$ cat src/rtl/speaker_pdm_beeper.sv
// Egg-timer alarm beeper: a beep-cadence FSM gates a square-wave tone into a
// first-order sigma-delta modulator that drives the 1-bit PDM audio output.
module speaker_pdm_beeper #(
  parameter int unsigned TONE_HALF_CYCLES = 1250,
  parameter int unsigned BEEP_ON_CYCLES   = 250000,
  parameter int unsigned BEEP_OFF_CYCLES  = 250000,
  parameter int unsigned NUM_BEEPS        = 3
) (
  input  logic       pulse_2dot5MHz,
  input  logic       reset,
  input  logic       enable_speaker,
  input  logic       trigger,
  input  logic [7:0] volume,
  output logic       busy,
  output logic [3:0] beeps_done,
  output logic       AUD_PWM,
  output logic       AUD_SD
);

  localparam int unsigned MAX_IVL = (BEEP_ON_CYCLES > BEEP_OFF_CYCLES) ?
                                    BEEP_ON_CYCLES : BEEP_OFF_CYCLES;
  localparam int unsigned CW = (MAX_IVL > 1) ? $clog2(MAX_IVL) : 1;
  localparam int unsigned TW = $clog2(TONE_HALF_CYCLES);

  typedef enum logic [1:0] {IDLE, BEEP_ON, BEEP_OFF} state_t;

  state_t        state_q, state_d;
  logic [CW-1:0] cnt_q, cnt_d;
  logic [TW-1:0] tone_cnt_q, tone_cnt_d;
  logic          tone_hi_q, tone_hi_d;
  logic          busy_q, busy_d;
  logic          sd_q, sd_d;
  logic          pwm_q, pwm_d;
  logic [7:0]    acc_q, acc_d;
  logic [3:0]    beeps_q, beeps_d;

  logic          on_last, off_last, tone_last, last_beep;
  logic [7:0]    sample;
  logic [8:0]    sum;

  assign on_last   = (cnt_q == CW'(BEEP_ON_CYCLES - 1));
  assign off_last  = (cnt_q == CW'(BEEP_OFF_CYCLES - 1));
  assign tone_last = (tone_cnt_q == TW'(TONE_HALF_CYCLES - 1));
  assign last_beep = ((beeps_q + 4'd1) == 4'(NUM_BEEPS));

  always_ff @(posedge pulse_2dot5MHz or posedge reset) begin
    if (reset) state_q <= IDLE;
    else       state_q <= state_d;
  end

  always_comb begin
    state_d = state_q;
    if (!enable_speaker) begin
      state_d = IDLE;
    end else begin
      case (state_q)
        IDLE:     if (trigger) state_d = BEEP_ON;
        BEEP_ON:  if (on_last) state_d = last_beep ? IDLE : BEEP_OFF;
        BEEP_OFF: if (off_last) state_d = BEEP_ON;
        default:  state_d = IDLE;
      endcase
    end
  end

  always_comb begin
    cnt_d      = cnt_q;
    tone_cnt_d = tone_cnt_q;
    tone_hi_d  = tone_hi_q;
    busy_d     = busy_q;
    sd_d       = sd_q;
    beeps_d    = beeps_q;
    sample     = (state_q == BEEP_ON && tone_hi_q) ? volume : '0;
    sum        = {1'b0, acc_q} + {1'b0, sample};
    pwm_d      = sum[8];
    acc_d      = sum[7:0];
    if (!enable_speaker) begin
      busy_d = 1'b0;
      sd_d   = 1'b0;
      pwm_d  = 1'b0;
      acc_d  = '0;
    end else begin
      case (state_q)
        IDLE: begin
          if (trigger) begin
            beeps_d    = '0;
            cnt_d      = '0;
            tone_cnt_d = '0;
            tone_hi_d  = 1'b1;
            busy_d     = 1'b1;
            sd_d       = 1'b1;
          end
        end
        BEEP_ON: begin
          if (tone_last) begin
            tone_cnt_d = '0;
            tone_hi_d  = ~tone_hi_q;
          end else begin
            tone_cnt_d = tone_cnt_q + 1'b1;
          end
          if (on_last) begin
            beeps_d = beeps_q + 4'd1;
            cnt_d   = '0;
            if (last_beep) begin
              busy_d = 1'b0;
              sd_d   = 1'b0;
            end
          end else begin
            cnt_d = cnt_q + 1'b1;
          end
        end
        BEEP_OFF: begin
          if (off_last) begin
            cnt_d      = '0;
            tone_cnt_d = '0;
            tone_hi_d  = 1'b1;
          end else begin
            cnt_d = cnt_q + 1'b1;
          end
        end
        default: ;
      endcase
    end
  end

  always_ff @(posedge pulse_2dot5MHz or posedge reset) begin
    if (reset) begin
      cnt_q      <= '0;
      tone_cnt_q <= '0;
      tone_hi_q  <= 1'b0;
      busy_q     <= 1'b0;
      sd_q       <= 1'b0;
      pwm_q      <= 1'b0;
      acc_q      <= '0;
      beeps_q    <= '0;
    end else begin
      cnt_q      <= cnt_d;
      tone_cnt_q <= tone_cnt_d;
      tone_hi_q  <= tone_hi_d;
      busy_q     <= busy_d;
      sd_q       <= sd_d;
      pwm_q      <= pwm_d;
      acc_q      <= acc_d;
      beeps_q    <= beeps_d;
    end
  end

  assign busy       = busy_q;
  assign beeps_done = beeps_q;
  assign AUD_PWM    = pwm_q;
  assign AUD_SD     = sd_q;

endmodule

$ cat config.mk
export PLATFORM = sky130hd
export DESIGN_NAME = speaker_pdm_beeper
export DESIGN_NICKNAME = d
export VERILOG_FILES = /design/src/rtl/speaker_pdm_beeper.sv
export SDC_FILE = /design/constraint.sdc
export NUM_CORES = 1
export LEC_CHECK = 0
export ABC_AREA = 0
export CAP_MARGIN = 40
export CORE_ASPECT_RATIO = 0.9
export CORE_MARGIN = 4
export CORE_UTILIZATION = 45
export DETAILED_ROUTE_END_ITERATION = 12
export PLACE_DENSITY = 0.66
export SLEW_MARGIN = 20
export SYNTH_ARGS = -nofsm -noshare
export SYNTH_HDL_FRONTEND = slang
export SYNTH_SLANG_ARGS = --single-unit
$ cat constraint.sdc
create_clock -name pulse_2dot5MHz -period 2.5 [get_ports pulse_2dot5MHz]
set_clock_uncertainty 0.1 [all_clocks]
set_input_delay 0.75 -clock pulse_2dot5MHz [delete_from_list [all_inputs] [get_ports pulse_2dot5MHz]]
set_output_delay 0.75 -clock pulse_2dot5MHz [all_outputs]
set_load 0.05 [all_outputs]
==> flow_metrics.tcl <==
set metrics [dict create \
    die_y_microns 83.35 \
    synth_top_family_by_area "simple AND/OR/NAND/NOR gates" \
    htreeDepth 2 \
    dieArea_sq_um 7645 \
    worst_pin_slew_ns 0.4945 \
    synth-simple-area-share_pct 27.15 \
    peakVddDrop_mv 0.3798 \
    nets 387 \
    stdcell_count 444 \
    ios 19 \
    synthTopCellsByArea "dfrtp_1, ha_1, nand2_1" \
    final.setup.tns_ns 0 \
    syn-num-nets 340 \
    synth-edff-count 0 \
    dpl-instance-area_sq_um 3283 \
    synth.yosys.warnings 0 \
    dp.cells 430 \
    syn_area_sq_um 2839 \
    hold_violations 0 \
    hold_class "register to register" \
    max-cap-violations 0 \
    totalWireLength_microns 6391 \
    async_flop_share_pct 100.0 \
    synth_area_per_cell_sq_um 9.158 \
    synth_cells 310 \
    critPathKind "input port to register" \
    numClockSinks 46 \
    fmax_ghz 0.4123 \
    ys_ff_latch 46 \
    whs_ns 0.4004 \
    finalCriticalPeriod_ns 2.425 \
    stdcell_area_sq_um 3482 \
    p_leak_nw 1.559 \
    power.total_mw 2.816 \
    drcViolationCount 0 \
    critPathLaunchType "input port" \
    initialDrtViolationCount 97 \
    reg2reg_slack_ns 0.09 \
    antenna_found_initial 0 \
    yosys_most_used_dff "dfrtp_1" \
    rsz0062_at_grt "yes" \
    overflow 0 \
    rows 27 \
    num_antenna_cells 0 \
    cp_data_arrival_time_ns 2.55 \
    start_util_pct 46.43 \
    fin_util_pct 56.95 \
    reg2reg_depth 9 \
    max_stage_delay_ns 0.34 \
    hold_path_startpoint "tone_cnt_q[7]" \
    path_clk_slew_ns 0.09 \
    firstDrtPassIters 4 \
    synth_cell_type_count 56 \
    synth.most_common_cell "dfrtp_1" \
    postCtsHoldBufs 0 \
    synth_xor_xnor_area_share_pct 3.702 \
    vias_per_cell 5.543 \
    grt_max_degree 47 \
    muxShareOfSynthArea_pct 2.512 \
    place_ws_ns -0.4565 \
    worstPathRequired_ns 2.62 \
    r2r_end "acc_q[6]" \
    ant_nets 0 \
    dpl.hpwl_microns 4441 \
    whs_endpoint "tone_cnt_q[7]" \
    vias 2461 \
    fin_ws_ns 0.07470 \
    setup_violations 0 \
    grt_pass1_vias 2352 \
    syn2layout_area_growth_pct 22.65 \
    status "completed" \
    port_buffers 18 \
    synth_top_area_share_pct 40.55 \
    die_x_microns 91.73 \
    insertion_delay_ns 0.31 \
    p_per_area_nw_per_um2 808.8 \
    grt_use_total_pct 17.42 \
    coreArea_sq_um 6115 \
    synth.largest_area_cell "dfrtp_1" \
    layout-drive-gt1-share_pct 19.05 \
    maxSlewViolCount 0 \
    grt_pass1_wl_microns 10960 \
    cp_cell_sequence "clkdlybuf4s15_1 > and3_1 > ha_2 > fa_2 > a21o_1 > a21oi_2 > nor2b_1 > or3_1 > a221oi_2" \
    slew_headroom_pct 66.93 \
    clockBufferDepth 2 \
    cts-buffers-inserted 5 \
    cp-end-kind "register" \
    cts_root_buf "clkbuf_8" \
    gp_congestion 0.8394 \
    worstHoldPathCells 1 \
    cp_max_fo 2 \
    cts_tree "yes" \
    synth_common_cells "dfrtp_1, nand2_1, nor2_1" \
    finalCritPeriodShare_pct 97.01 \
    synth_compound_area_share_pct 14.81 \
    r2r-start "state_q[0]" \
    yosys.area_share.adder_pct 8.197 \
    yosysSeqAreaShare_pct 40.55 \
    timing.critical_path.slowest_stage_cell "fa_2" \
    avgRoutedWirePerCell_microns 14.39 \
]
-- per-layer routing --
layer  track usage (%)  up-vias  part of all wire (%)
met2             25.41       54                    44
li1                  -     1222                     -
met5                 0        -                     0
met3             4.620        8                   4.9
met4             4.588        0                   1.1
met1             25.49     1177                    50
-- layout make-up --
type / instances / area (sq um)
clock buffer: 6 / 72.57
clock inverter: 1 / 7.507
fill: 554 / 2633
inverter: 10 / 37.54
multi-input combinational: 244 / 1680
sequential: 46 / 1152
tap: 87 / 108.9
timing repair buffer: 50 / 422.9
-- cell usage in the layout, fill, tap and decap left out, types with 3 or more instances in the layout --
| master | netlist | layout |
|---|---|---|
| nand2b_1 | 6 | 5 |
| xnor2_1 | 11 | 11 |
| buf_4 | 1 | 35 |
| nand2_1 | 32 | 31 |
| a31oi_1 | 3 | 3 |
| nor3_1 | 8 | 8 |
| nand3_1 | 21 | 20 |
| dfrtp_1 | 46 | 45 |
| nor2_1 | 24 | 24 |
| nor4_1 | 8 | 5 |
| ha_1 | 17 | 15 |
| clkdlybuf4s50_1 | 0 | 10 |
| nor2b_1 | 8 | 7 |
| nand4_1 | 3 | 3 |
| o31ai_1 | 7 | 7 |
| clkbuf_8 | 0 | 5 |
| or4_1 | 3 | 3 |
| o21ai_0 | 21 | 19 |
| a21oi_1 | 8 | 7 |
| inv_1 | 10 | 8 |
| and3_1 | 12 | 11 |
| a21o_1 | 3 | 3 |
| or3_1 | 7 | 6 |
| mux2i_1 | 6 | 6 |
| nor4_2 | 0 | 3 |
-- power breakdown --
part	total [mW]	switching [mW]	internal (mW)
Sequential	1.06	0.170	0.891
Combinational	1.31	0.692	0.616
Clock	0.448	0.256	0.192
Total	2.82	1.12	1.70
-- worst max path at each step --
stage                               from             to  slack [ns]  cells past startpoint
after floorplan               state_q[1]       acc_q[6]       -0.12                     12
after global placement    enable_speaker  tone_cnt_q[5]       -0.42                      6
after detailed placement  enable_speaker  tone_cnt_q[5]       -0.46                      6
after CTS                     state_q[1]       acc_q[6]       0.004                     10
after global routing          state_q[0]       acc_q[6]       -0.05                      9
final                          volume[0]       acc_q[6]        0.07                      9
-- flip-flops by register name, summed over array words and instances (netlist names) --
name        count
state_q         2
AUD_SD          1
AUD_PWM         1
tone_cnt_q     11
beeps_done      4
acc_q           8
cnt_q          18
tone_hi_q       1
-- kinds of logic (layout without fill, tap and decap cells) --
logic type,after synthesis,after routing
flops,46,46
mux,7,7
simple gates,144,144
buf+inv,20,67
xor+xnor,12,12
compound gates,63,63
fa+ha+maj,18,18
-- worst max-delay path: cells and delay by family --
| family | cells | cell delay (ns) |
|---|---|---|
| simple gates | 3 | 0.56 |
| buf+inv | 1 | 0.16 |
| compound gates | 3 | 0.56 |
| fa+ha+maj | 2 | 0.52 |
-- timing repair --
action / in CTS / in global routing
setup buffers: 5 / 2
gates cloned: 0 / 0
resized for setup: 8 / 15
pin swaps: 13 / 4
endpoints found under the setup margin: 6 / 14
Power figures use the tool's default switching activity.
